<file path="src/rtl/bp_pkg.sv">
// Shared definitions for the branch-prediction lab: 2-bit saturating
// counter type, its named states and the direction decode.
package bp_pkg;

    typedef logic [1:0] ctr_t;

    localparam ctr_t CTR_SNT   = 2'd0;
    localparam ctr_t CTR_WNT   = 2'd1;
    localparam ctr_t CTR_WT    = 2'd2;
    localparam ctr_t CTR_ST    = 2'd3;
    localparam ctr_t CTR_RESET = CTR_WNT;

    // The upper counter bit is the predicted direction (1 = taken).
    function automatic logic ctr_taken(input ctr_t ctr);
        return ctr[1];
    endfunction

endpackage : bp_pkg

</file>
<file path="src/rtl/sat_counter2.sv">
// Next-state function of a 2-bit saturating counter; purely combinational,
// clamps at CTR_SNT and CTR_ST instead of wrapping.
module sat_counter2
    import bp_pkg::*;
(
    input  ctr_t ctr_i,
    input  logic taken_i,
    output ctr_t ctr_o
);

    always_comb begin
        // NOTE: every output of a combinational block gets a default first so
        // no path leaves it unassigned, which would infer a latch.
        ctr_o = ctr_i;
        if (taken_i) begin
            if (ctr_i != CTR_ST) begin
                ctr_o = ctr_i + 2'd1;
            end
        end else begin
            if (ctr_i != CTR_SNT) begin
                ctr_o = ctr_i - 2'd1;
            end
        end
    end

endmodule : sat_counter2

</file>
<file path="src/rtl/branch_predictor_gshare.sv">
// Table of 2-bit direction counters with a registered one-cycle response.
// Define GSHARE_HISTORY_EN to XOR a global history register into the index
// (gshare); leave it undefined for a PC-indexed bimodal predictor.
module branch_predictor_gshare
    import bp_pkg::*;
#(
    parameter int p_entries   = 64,
    parameter int p_hist_bits = 6,
    localparam int IW         = $clog2(p_entries)
) (
    input  logic          clk,
    input  logic          reset,
    input  logic          pred_val,
    input  logic [31:0]   pred_pc,
    output logic          resp_val,
    output logic          resp_taken,
    output logic [IW-1:0] resp_idx,
    input  logic          upd_val,
    input  logic [IW-1:0] upd_idx,
    input  logic          upd_taken
);

    ctr_t          ctr_q [p_entries];
    ctr_t          ctr_d;
    logic          ctr_we [p_entries];
    ctr_t          upd_ctr;

    logic [IW-1:0] pred_idx;

    logic          resp_val_q,   resp_val_d;
    logic          resp_taken_q, resp_taken_d;
    logic [IW-1:0] resp_idx_q,   resp_idx_d;

    // Only the word-aligned index bits of the PC select a counter.
    logic unused_pc;
    assign unused_pc = ^{pred_pc[31:IW+2], pred_pc[1:0]};

`ifdef GSHARE_HISTORY_EN
    logic [p_hist_bits-1:0] ghr_q, ghr_d;

    assign pred_idx = pred_pc[IW+1:2] ^ IW'(ghr_q);

    // History is non-speculative: it shifts only on resolved updates.
    always_comb begin
        ghr_d = ghr_q;
        if (upd_val) begin
            ghr_d = (ghr_q << 1) | p_hist_bits'(upd_taken);
        end
    end

    always_ff @(posedge clk) begin
        if (reset) begin
            ghr_q <= '0;
        end else begin
            ghr_q <= ghr_d;
        end
    end
`else
    localparam int unused_hist_bits = p_hist_bits;

    assign pred_idx = pred_pc[IW+1:2];
`endif

    sat_counter2 u_upd_ctr (
        .ctr_i   (ctr_q[upd_idx]),
        .taken_i (upd_taken),
        .ctr_o   (upd_ctr)
    );

    always_comb begin
        ctr_d = upd_ctr;
        for (int i = 0; i < p_entries; i++) begin
            ctr_we[i] = upd_val && (upd_idx == IW'(i));
        end
    end

    always_ff @(posedge clk) begin
        // NOTE: the whole table is reset here because every counter must
        // return to weak-not-taken in one reset cycle; plain RAM could not.
        if (reset) begin
            for (int i = 0; i < p_entries; i++) begin
                ctr_q[i] <= CTR_RESET;
            end
        end else begin
            for (int i = 0; i < p_entries; i++) begin
                if (ctr_we[i]) begin
                    ctr_q[i] <= ctr_d;
                end
            end
        end
    end

    // The table is read before this edge's write lands, so a same-cycle
    // update to the requested index is not visible in the response.
    always_comb begin
        resp_val_d   = pred_val;
        resp_taken_d = resp_taken_q;
        resp_idx_d   = resp_idx_q;
        if (pred_val) begin
            resp_taken_d = ctr_taken(ctr_q[pred_idx]);
            resp_idx_d   = pred_idx;
        end
    end

    always_ff @(posedge clk) begin
        // NOTE: state registers use non-blocking assignments so every flop
        // samples pre-edge values regardless of statement order.
        if (reset) begin
            resp_val_q   <= 1'b0;
            resp_taken_q <= 1'b0;
            resp_idx_q   <= '0;
        end else begin
            resp_val_q   <= resp_val_d;
            resp_taken_q <= resp_taken_d;
            resp_idx_q   <= resp_idx_d;
        end
    end

    assign resp_val   = resp_val_q;
    assign resp_taken = resp_taken_q;
    assign resp_idx   = resp_idx_q;

endmodule : branch_predictor_gshare

</file>
<file path="config.mk">
export PLATFORM = sky130hd
export DESIGN_NAME = branch_predictor_gshare
export DESIGN_NICKNAME = d
export VERILOG_FILES = /design/src/rtl/bp_pkg.sv /design/src/rtl/sat_counter2.sv /design/src/rtl/branch_predictor_gshare.sv
export SDC_FILE = /design/constraint.sdc
export NUM_CORES = 1
export LEC_CHECK = 0
export ABC_CLOCK_PERIOD_IN_PS = 10500
export CAP_MARGIN = 10
export CORE_MARGIN = 1
export CORE_UTILIZATION = 29
export DETAILED_ROUTE_END_ITERATION = 10
export SKIP_LAST_GASP = 1
export SLEW_MARGIN = 20
export SYNTH_ARGS = -nofsm -noshare
export SYNTH_HDL_FRONTEND = slang
export SYNTH_SLANG_ARGS = --single-unit
export TNS_END_PERCENT = 1
</file>
<file path="constraint.sdc">
create_clock -name clk -period 10.5 [get_ports clk]
set_clock_uncertainty 0.1 [all_clocks]
set_input_delay 2.1 -clock clk [delete_from_list [all_inputs] [get_ports clk]]
set_output_delay 2.1 -clock clk [all_outputs]
set_load 0.03 [all_outputs]
</file>
==> results.json <==
{
  "status": "finished clean",
  "grt_use_total": 0.141,
  "power-per-cell-area_nw_per_um2": 164,
  "required_ns": 10.41,
  "cts_resized": 0,
  "cts_root_buf": "clkbuf_16",
  "gp_congestion": 0.778,
  "syn_area_per_cell_um2": 13.9,
  "setup_violations": 0,
  "fin_crit_sh": 0.545,
  "cp_max_fo": 46,
  "synth-simple-area-share": 0.125,
  "tns_ns": 0,
  "core_area_um2": 23500,
  "wire_per_inst_um": 19.4,
  "final_cell_mix": "edfxtp_1, mux4_2, a21o_1",
  "row_count": 56,
  "worst_pin_slew_ns": 1.16,
  "port_buffers": 24,
  "ys_types": 37,
  "synth_xor_area_frac": 0,
  "antenna_cells": 0,
  "grt_pass1_wl_mm": 25.5,
  "place_hpwl_mm": 11.0,
  "setup_ws_ns": 4.78,
  "start_kind": "input pin",
  "die_w_um": 157,
  "synthMuxAreaShare": 0.178,
  "p_leak_uw": 0.00261,
  "first_pass_iters": 5,
  "grt_pass1_vias": 4418,
  "syn_area_um2": 6980,
  "ys_seq_elements": 136,
  "slew_headroom": 0.223,
  "min_path_type": "reg -> reg",
  "fillCellCount": 2303,
  "drtIter0Drc": 437,
  "synth_fp_nets": 544,
  "synthAdderAreaFrac": 0.00305,
  "postRouteAntennaNets": 0,
  "ios": 51,
  "fmax_ghz": 0.175,
  "arrival_ns": 5.63,
  "maxSlewViolCount": 0,
  "start_util": 0.297,
  "hold_depth": 2,
  "yosys_warnings": 0,
  "overflow": 0,
  "end_kind": "register",
  "pre_cts_slack_ns": 3.85,
  "cts-htree-levels": 4,
  "ys_seq_area_frac": 0.574,
  "path_clk_slew_ns": 0.05,
  "syn_inst": 501,
  "clkLatencyLatePin_ns": 0.42,
  "drv_cap": 0,
  "final_common_cell": "edfxtp_1",
  "worst_hold_slack_ns": 0.394,
  "cts_tree": "done",
  "antenna_found_initial": 0,
  "routed_via_density": 5.22,
  "ctsHoldBuffers": 0,
  "die_h_um": 157,
  "post_cts_buffers": 0,
  "synth_compound_area_frac": 0.0832,
  "synth_top_family_by_area": "multiplexers",
  "area_growth_pct": 13.6,
  "p_total_uw": 1300,
  "regArea_um2": 4000,
  "final_nets": 544,
  "rsz0062_at_grt": "no",
  "vias": 4352,
  "drc": 0,
  "design.die.area_um2": 24700,
  "cts_made_buffers": 17,
  "hold_viol": 0,
  "clkSinkCount": 136,
  "critPathKind": "in -> reg",
  "multi_input_area_um2": 2720,
  "ir_drop_mv": 0.106,
  "drive_gt1_frac": 0.196,
  "grt_max_degree": 75,
  "min_period_ns": 5.72,
  "clk_path_buf_depth": 2,
  "wl_mm": 16.2,
  "worstRegToRegCells": 6
}
## per-stage QoR
stage	std cells	instance area, um^2	util
detailed placement	801	7430	0.316
floorplan	501	6980	-
finish	833	7930	0.337
global placement	801	7430	0.316
global route	833	7930	0.337
CTS	833	7930	0.337
## registers in the layout (all words and copies together), names as in the netlist
name / flops
ctr_q: 128
resp_idx: 6
resp_taken: 1
resp_val: 1
## where the power goes
group / leakage, uW / switching, uW / internal, uW / total (uW)
Combinational: 0.00113 / 93.9 / 61.8 / 156
Sequential: 0.00123 / 10.8 / 628 / 639
Clock: 0.000245 / 204 / 305 / 509
Total: 0.00261 / 309 / 995 / 1300
## cells in the mapped netlist
cell | n | area share
nor4_1 | 10 | 0.0090
and3b_1 | 1 | 0.0013
maj3_2 | 1 | 0.0016
a211oi_1 | 2 | 0.0022
nor3_1 | 22 | 0.016
buf_6 | 4 | 0.0065
or2_2 | 1 | 0.00090
a22oi_1 | 16 | 0.017
nor2_1 | 39 | 0.021
or4_1 | 1 | 0.0011
o21bai_1 | 4 | 0.0043
nand3_1 | 14 | 0.010
nand2_1 | 40 | 0.022
a31o_2 | 1 | 0.0013
nand3_2 | 8 | 0.011
and3_1 | 3 | 0.0027
buf_4 | 2 | 0.0022
nand4_1 | 1 | 0.00090
nand3b_1 | 1 | 0.0011
edfxtp_1 | 128 | 0.55
a21o_1 | 45 | 0.048
a211o_1 | 1 | 0.0013
buf_8 | 1 | 0.0022
nand2b_1 | 21 | 0.019
buf_2 | 9 | 0.0065
dfxtp_1 | 8 | 0.023
nor2b_1 | 7 | 0.0063
a21oi_1 | 6 | 0.0043
mux4_2 | 52 | 0.17
nor3b_1 | 2 | 0.0022
a41o_1 | 3 | 0.0043
mux2i_1 | 7 | 0.010
maj3_1 | 1 | 0.0014
buf_1 | 3 | 0.0016
clkbuf_1 | 34 | 0.018
and2_1 | 1 | 0.00090
inv_1 | 1 | 0.00054
## path summary, 6_finish.rpt
check	slack [ns]	startpoint	end
worst min-delay path	0.39	resp_idx[2]$_SDFFE_PP0P_	resp_idx[2]$_SDFFE_PP0P_
worst max-delay path	4.78	upd_idx[0]	ctr_q[52][0]$_DFFE_PP_
worst max register to register	6.92	ctr_q[42][1]$_DFFE_PP_	ctr_q[52][0]$_DFFE_PP_
worst min register to register	0.39	resp_idx[2]$_SDFFE_PP0P_	resp_idx[2]$_SDFFE_PP0P_
## routing by layer
metal,track usage,vias to the layer above,wire (um)
li1,-,1957,-
met1,0.178,2226,6810
met2,0.239,153,8170
met3,0.0341,16,996
met4,0.0430,0,220
met5,0,-,0
## worst max-delay path, cell delays in order
cell and delay, ns:
buf_2 0.07, buf_4 0.62, mux4_2 0.61, a22oi_1 0.29, a21oi_1 0.13, nor4_1 0.41
maj3_2 0.82, nand2b_2 0.53
## cell families after synthesis
family                     Yosys count
AOI/OAI and AO/OA                   78
buffers and inverters               54
and+or+nand+nor                    172
adders and majority gates            2
muxes                               59
DFF                                136
## final cells by class
| type | instances | area share |
|---|---|---|
| sequential | 136 | 0.505 |
| clock buffer | 27 | 0.0596 |
| multi-input combinational | 311 | 0.343 |
| clock inverter | 5 | 0.00300 |
| timing repair buffer | 34 | 0.0385 |
| inverter | 1 | 0.000473 |
| tap | 319 | 0.0503 |
Power figures use the tool's default switching activity.
